$ cat src/rtl/hazard_pkg.sv
// Shared types and constants for the pipeline hazard controller.
package hazard_pkg;

    typedef enum logic {
        RUN     = 1'b0,
        MC_WAIT = 1'b1
    } state_t;

    localparam int unsigned REG_ADDR_W_DEF = 5;
    localparam int unsigned REG_ZERO       = 0;

endpackage

$ cat src/rtl/load_use_detect.sv
// Combinational load-use comparator: flags an ID operand that depends on a load sitting in EX.
module load_use_detect
    import hazard_pkg::*;
#(
    parameter int unsigned REG_ADDR_W = REG_ADDR_W_DEF
) (
    input  logic [REG_ADDR_W-1:0] id_rs,
    input  logic [REG_ADDR_W-1:0] id_rt,
    input  logic                  id_uses_rt,
    input  logic                  ex_mem_read,
    input  logic [REG_ADDR_W-1:0] ex_rd,
    output logic                  hazard
);

    // Register zero is hard-wired, so a load targeting it never creates a dependency.
    always_comb begin
        hazard = ex_mem_read
              && (ex_rd != REG_ADDR_W'(REG_ZERO))
              && ((ex_rd == id_rs) || (id_uses_rt && (ex_rd == id_rt)));
    end

endmodule

$ cat src/rtl/pipeline_hazard_ctrl.sv
// Pipeline buffer/PC sequencer: load-use stalls, branch flushes, multi-cycle EX hold, memory freeze.
// Performance counters are built only when HAZARD_PERF_CNT_EN is defined.
module pipeline_hazard_ctrl
    import hazard_pkg::*;
#(
    parameter int unsigned REG_ADDR_W = REG_ADDR_W_DEF,
    parameter int unsigned MC_LAT     = 4,
    parameter int unsigned PERF_W     = 32
) (
    input  logic                  clk,
    input  logic                  rst,
    input  logic [REG_ADDR_W-1:0] id_rs,
    input  logic [REG_ADDR_W-1:0] id_rt,
    input  logic                  id_uses_rt,
    input  logic                  ex_mem_read,
    input  logic [REG_ADDR_W-1:0] ex_rd,
    input  logic                  ex_mc_op,
    input  logic                  branch_taken,
    input  logic                  mem_busy,
    output logic                  pc_en,
    output logic                  ifid_en,
    output logic                  idex_en,
    output logic                  exmem_en,
    output logic                  memwb_en,
    output logic                  ifid_flush,
    output logic                  idex_flush,
    output logic                  exmem_flush,
    output logic [PERF_W-1:0]     stall_cycles,
    output logic [PERF_W-1:0]     flush_events
);

    localparam bit          MC_ON    = (MC_LAT > 1);
    localparam int unsigned MC_CNT_W = (MC_LAT > 2) ? $clog2(MC_LAT) : 1;
    localparam logic [MC_CNT_W-1:0] MC_RELOAD = MC_CNT_W'((MC_LAT > 1) ? (MC_LAT - 2) : 0);

    state_t              state_q;
    logic [MC_CNT_W-1:0] mc_cnt_q;
    logic                load_use;
    logic                mc_hold;
    logic                branch_flush;

    load_use_detect #(
        .REG_ADDR_W (REG_ADDR_W)
    ) u_load_use_detect (
        .id_rs       (id_rs),
        .id_rt       (id_rt),
        .id_uses_rt  (id_uses_rt),
        .ex_mem_read (ex_mem_read),
        .ex_rd       (ex_rd),
        .hazard      (load_use)
    );

    // The release cycle (MC_WAIT, counter 0) masks the multi-cycle rule.
    always_comb begin
        mc_hold = MC_ON && (((state_q == RUN) && ex_mc_op)
                         || ((state_q == MC_WAIT) && (mc_cnt_q != '0)));
    end

    always_comb begin
        pc_en        = 1'b1;
        ifid_en      = 1'b1;
        idex_en      = 1'b1;
        exmem_en     = 1'b1;
        memwb_en     = 1'b1;
        ifid_flush   = 1'b0;
        idex_flush   = 1'b0;
        exmem_flush  = 1'b0;
        branch_flush = 1'b0;
        if (rst) begin
            {pc_en, ifid_en, idex_en, exmem_en, memwb_en} = '0;
            {ifid_flush, idex_flush, exmem_flush}         = '1;
        end else if (mem_busy) begin
            {pc_en, ifid_en, idex_en, exmem_en, memwb_en} = '0;
        end else if (mc_hold) begin
            pc_en       = 1'b0;
            ifid_en     = 1'b0;
            idex_en     = 1'b0;
            exmem_flush = 1'b1;
        end else if (branch_taken) begin
            ifid_flush   = 1'b1;
            idex_flush   = 1'b1;
            branch_flush = 1'b1;
        end else if (load_use) begin
            pc_en      = 1'b0;
            ifid_en    = 1'b0;
            idex_flush = 1'b1;
        end
    end

    always_ff @(posedge clk) begin
        if (rst) begin
            state_q  <= RUN;
            mc_cnt_q <= '0;
        end else if (!mem_busy) begin
            case (state_q)
                RUN: begin
                    if (MC_ON && ex_mc_op) begin
                        state_q  <= MC_WAIT;
                        mc_cnt_q <= MC_RELOAD;
                    end
                end
                MC_WAIT: begin
                    if (mc_cnt_q != '0) begin
                        mc_cnt_q <= mc_cnt_q - 1'b1;
                    end else begin
                        state_q <= RUN;
                    end
                end
                default: state_q <= RUN;
            endcase
        end
    end

`ifdef HAZARD_PERF_CNT_EN
    logic [PERF_W-1:0] stall_cnt_q;
    logic [PERF_W-1:0] flush_cnt_q;

    always_ff @(posedge clk) begin
        if (rst) begin
            stall_cnt_q <= '0;
            flush_cnt_q <= '0;
        end else begin
            if (!pc_en) begin
                stall_cnt_q <= stall_cnt_q + 1'b1;
            end
            if (branch_flush) begin
                flush_cnt_q <= flush_cnt_q + 1'b1;
            end
        end
    end

    assign stall_cycles = stall_cnt_q;
    assign flush_events = flush_cnt_q;
`else
    logic unused_branch_flush;
    assign unused_branch_flush = branch_flush;
    assign stall_cycles        = '0;
    assign flush_events        = '0;
`endif

endmodule

$ cat config.mk
export PLATFORM = sky130hd
export DESIGN_NAME = pipeline_hazard_ctrl
export DESIGN_NICKNAME = d
export VERILOG_FILES = /design/src/rtl/hazard_pkg.sv /design/src/rtl/load_use_detect.sv /design/src/rtl/pipeline_hazard_ctrl.sv
export SDC_FILE = /design/constraint.sdc
export NUM_CORES = 1
export LEC_CHECK = 0
export ABC_AREA = 1
export CAP_MARGIN = 20
export CORE_MARGIN = 2
export CORE_UTILIZATION = 30
export CTS_BUF_LIST = sky130_fd_sc_hd__clkbuf_2
export CTS_CLUSTER_SIZE = 16
export DETAILED_ROUTE_END_ITERATION = 8
export PLACE_DENSITY = 0.82
export SETUP_SLACK_MARGIN = 0.02
export SYNTH_ARGS = -nofsm -noshare
export SYNTH_HDL_FRONTEND = slang
export SYNTH_SLANG_ARGS = --single-unit
$ cat constraint.sdc
create_clock -name clk -period 1.6 [get_ports clk]
set_clock_uncertainty 0.05 [all_clocks]
set_input_delay 0.32 -clock clk [delete_from_list [all_inputs] [get_ports clk]]
set_output_delay 0.32 -clock clk [all_outputs]
set_load 0.005 [all_outputs]
==> qor.txt, run 1 <==
Post-Synth Adder-Cell Area -> 0.0134
post-synthesis compound-gate area fraction -> 0.0631
LEAKAGE -> 0.689 nW
Area Growth Syn to Fin -> 13.7%
Placement Rows -> 20
global-route wire length before repair -> 2.27 mm
CTS H-Tree Depth -> 1
vias in the first global route -> 566
XOR/XNOR share of the synthesized area -> 0.00940
worst endpoint required time -> 1.23 ns
Final Hold Viols -> 0
RR Endpoint -> mc_cnt_q[0]$_SDFFE_PP0P_
max cap viols -> 0
Root Buffer -> clkbuf_2
Layout Utilization -> 0.353
initial core utilization -> 0.310
CTS Hold Buffers Added -> 0
critical path launch point type -> flop
total chip power -> 0.428 mW
clk sink count -> 3
drt first-iter violations -> 24
CP endpoint kind -> output pin
clock transition at the registers of the reported paths -> 0.04 ns
Crit Path Class -> reg -> out
CP arrival -> 1.34 ns
TritonCTS clock tree -> yes
Peak VDD IR -> 107 µV
ratio of cells with drive above 1 in the final layout -> 0.306
hold crit path type -> reg -> reg
Final setup viols -> 5
total grt overflow -> 0
RSZ-0062 raised after global routing -> yes
DR vias/cell -> 3.47
Total GRT Usage -> 0.0851
clk buf depth -> 2
power density cells -> 404 mW/mm²
HPWL Detailed -> 1.41 mm
multiplexer share of the synthesized area -> 0
DRT Pass-1 Iters -> 4
initial antenna violation count -> 0
num ports -> 94
largest family of logic cells by synthesized area -> buffers and inverters
syn avg cell area -> 6.17 µm²
DR vias -> 784
Final Critical Period -> 1.71 ns
Die W -> 59.7 µm
Routed Antenna Nets -> 0
Critical Path Sink -> idex_flush
Setup WS post-layout -> -0.110 ns
Yosys reg bits -> 3
R2R depth -> 10
Seq/Total Area, Yosys -> 0.0644
TritonCTS Buffers -> 3
Reg2Reg Setup Slack -> 0.19 ns
fin crit share -> 1.07
Mapped Area -> 932 µm²
largest net degree at the start of global routing -> 7
drt total wl -> 1.66 mm
beginning of the critical path -> mc_cnt_q[0]$_SDFFE_PP0P_
Mapped Cells -> 151
Avg WL per Cell -> 7.35 µm
Die Y -> 59.7 µm
Core Area -> 0.00300 mm²
Synth Area in Simple Gates -> 0.226
status -> complete, but fails checks
# DRC -> 0
Die ar. -> 0.00357 mm²
Clk Latency, worst-skew pair -> 0.20 ns
Slew Viols, Final -> 0
Ys Warns -> 0
Worst Path Max Fanout -> 3
# diodes -> 0
synth unique cells -> 21
maximum clock rate -> 0.585 GHz
Placer Congestion -> 0.699
Port Buffers -> 29
final net count -> 217
r2r startpoint -> mc_cnt_q[1]$_SDFFE_PP0P_
failing checks -> negative setup slack
[flip-flops by register name, indices dropped and copies added (netlist names)]
| name | flops |
|---|---|
| mc_cnt_q | 2 |
| state_q | 1 |
[per-layer routing]
metal / track usage / routed length, µm / up-vias
met5: 0 / 0 / -
met4: 0.0381 / 0 / 0
met3: 0.0238 / 222 / 0
met2: 0.154 / 864 / 55
met1: 0.0906 / 573 / 322
li1: - / - / 407
[kinds of logic after synthesis]
family | count (synthesis)
buffers and inverters | 88
AND/OR/NAND/NOR | 49
flip-flops | 3
other | 1
AO/OA/AOI/OAI | 8
adder cells (fa/ha/maj) | 1
XOR/XNOR | 1
[worst min path at each step]
stage               cells past startpoint  slack [ns]                     start                       end
finish                                  2        0.47  mc_cnt_q[1]$_SDFFE_PP0P_  mc_cnt_q[1]$_SDFFE_PP0P_
global route                            2        0.48  mc_cnt_q[1]$_SDFFE_PP0P_  mc_cnt_q[1]$_SDFFE_PP0P_
CTS                                     3        0.46                       rst  mc_cnt_q[0]$_SDFFE_PP0P_
detailed placement                      2        0.46  mc_cnt_q[1]$_SDFFE_PP0P_  mc_cnt_q[1]$_SDFFE_PP0P_
global placement                        2        0.45  mc_cnt_q[1]$_SDFFE_PP0P_  mc_cnt_q[1]$_SDFFE_PP0P_
floorplan                               1        0.34                       rst  mc_cnt_q[0]$_SDFFE_PP0P_
[area by class of cell]
type                       count  area, µm²
inverter                      22       82.6
tap                           33       41.3
multi-input combinational    123        567
clock buffer                   4       20.0
sequential                     3       62.6
fill                         327       1940
timing repair buffer          41        287
[cells in the mapped netlist, drive strengths merged]
cell,n,area share
nand2,31,0.13
inv,22,0.089
conb,1,0.0040
a21oi,1,0.0054
xnor2,1,0.0094
dfxtp,3,0.064
nand3,4,0.021
nor2,12,0.059
nand4,1,0.0067
nor3,1,0.011
a31oi,1,0.0067
o21a,1,0.0081
a211oi,1,0.013
buf,66,0.53
ha,1,0.013
o21ai,4,0.030
[layout by cell type, fill, tap and decap left out, types with 2 or more instances in the layout]
cell type        instances
inv_1                   14
buf_4                   13
clkdlybuf4s50_1          4
nor2_4                   2
nor2_1                   8
dfxtp_2                  2
clkdlybuf4s15_2          2
nand2_1                 29
nand3_1                  3
inv_2                    8
buf_2                   15
o21ai_2                  2
conb_1                  64
nor2_2                   2
o21ai_1                  2
nand2_2                  2
clkbuf_2                 7
dlygate4sd2_1            3
[worst max-delay path, cell delays in order (launching register included)]
cell and delay, ns:
dfxtp_2 0.31, inv_2 0.07, ha_4 0.13, nand2_2 0.05, o21ai_2 0.07, inv_2 0.09
nor2_4 0.13, nor2_4 0.06, o21ai_2 0.11, buf_2 0.12
[stage by stage]
step	hold WS (ns)	cells	setup WS, ns	area, µm²	TNS [ns]
global route	0.476	226	-0.186	1060	-0.812
global placement	0.454	218	-0.757	1060	-4.07
finish	0.467	226	-0.110	1060	-0.338
CTS	0.458	226	-0.110	1070	-0.425
floorplan	0.343	214	0.126	1170	0
detailed placement	0.465	218	-0.747	1060	-4.20
[what timing repair did]
| item | in CTS | in global routing |
|---|---|---|
| resized for setup | 90 | 7 |
| setup endpoints to repair | 8 | 6 |
| pin swaps | 22 | 8 |
| setup buffers | 4 | 0 |
[power by group]
part | switching, mW | leakage (nW) | internal [mW]
logic | 0.131 | 0.647 | 0.106
registers | 0.00522 | 0.0255 | 0.0830
clock network | 0.0367 | 0.0166 | 0.0659
total | 0.173 | 0.689 | 0.255
No activity file was read; power rests on OpenSTA's default activity.
==> run 2, diff against run 1 <==
CTS_CLUSTER_DIAMETER = 150   (was default)
==> results of run 2 <==
The final DEF is identical to that of run 1; final timing and power are the same.
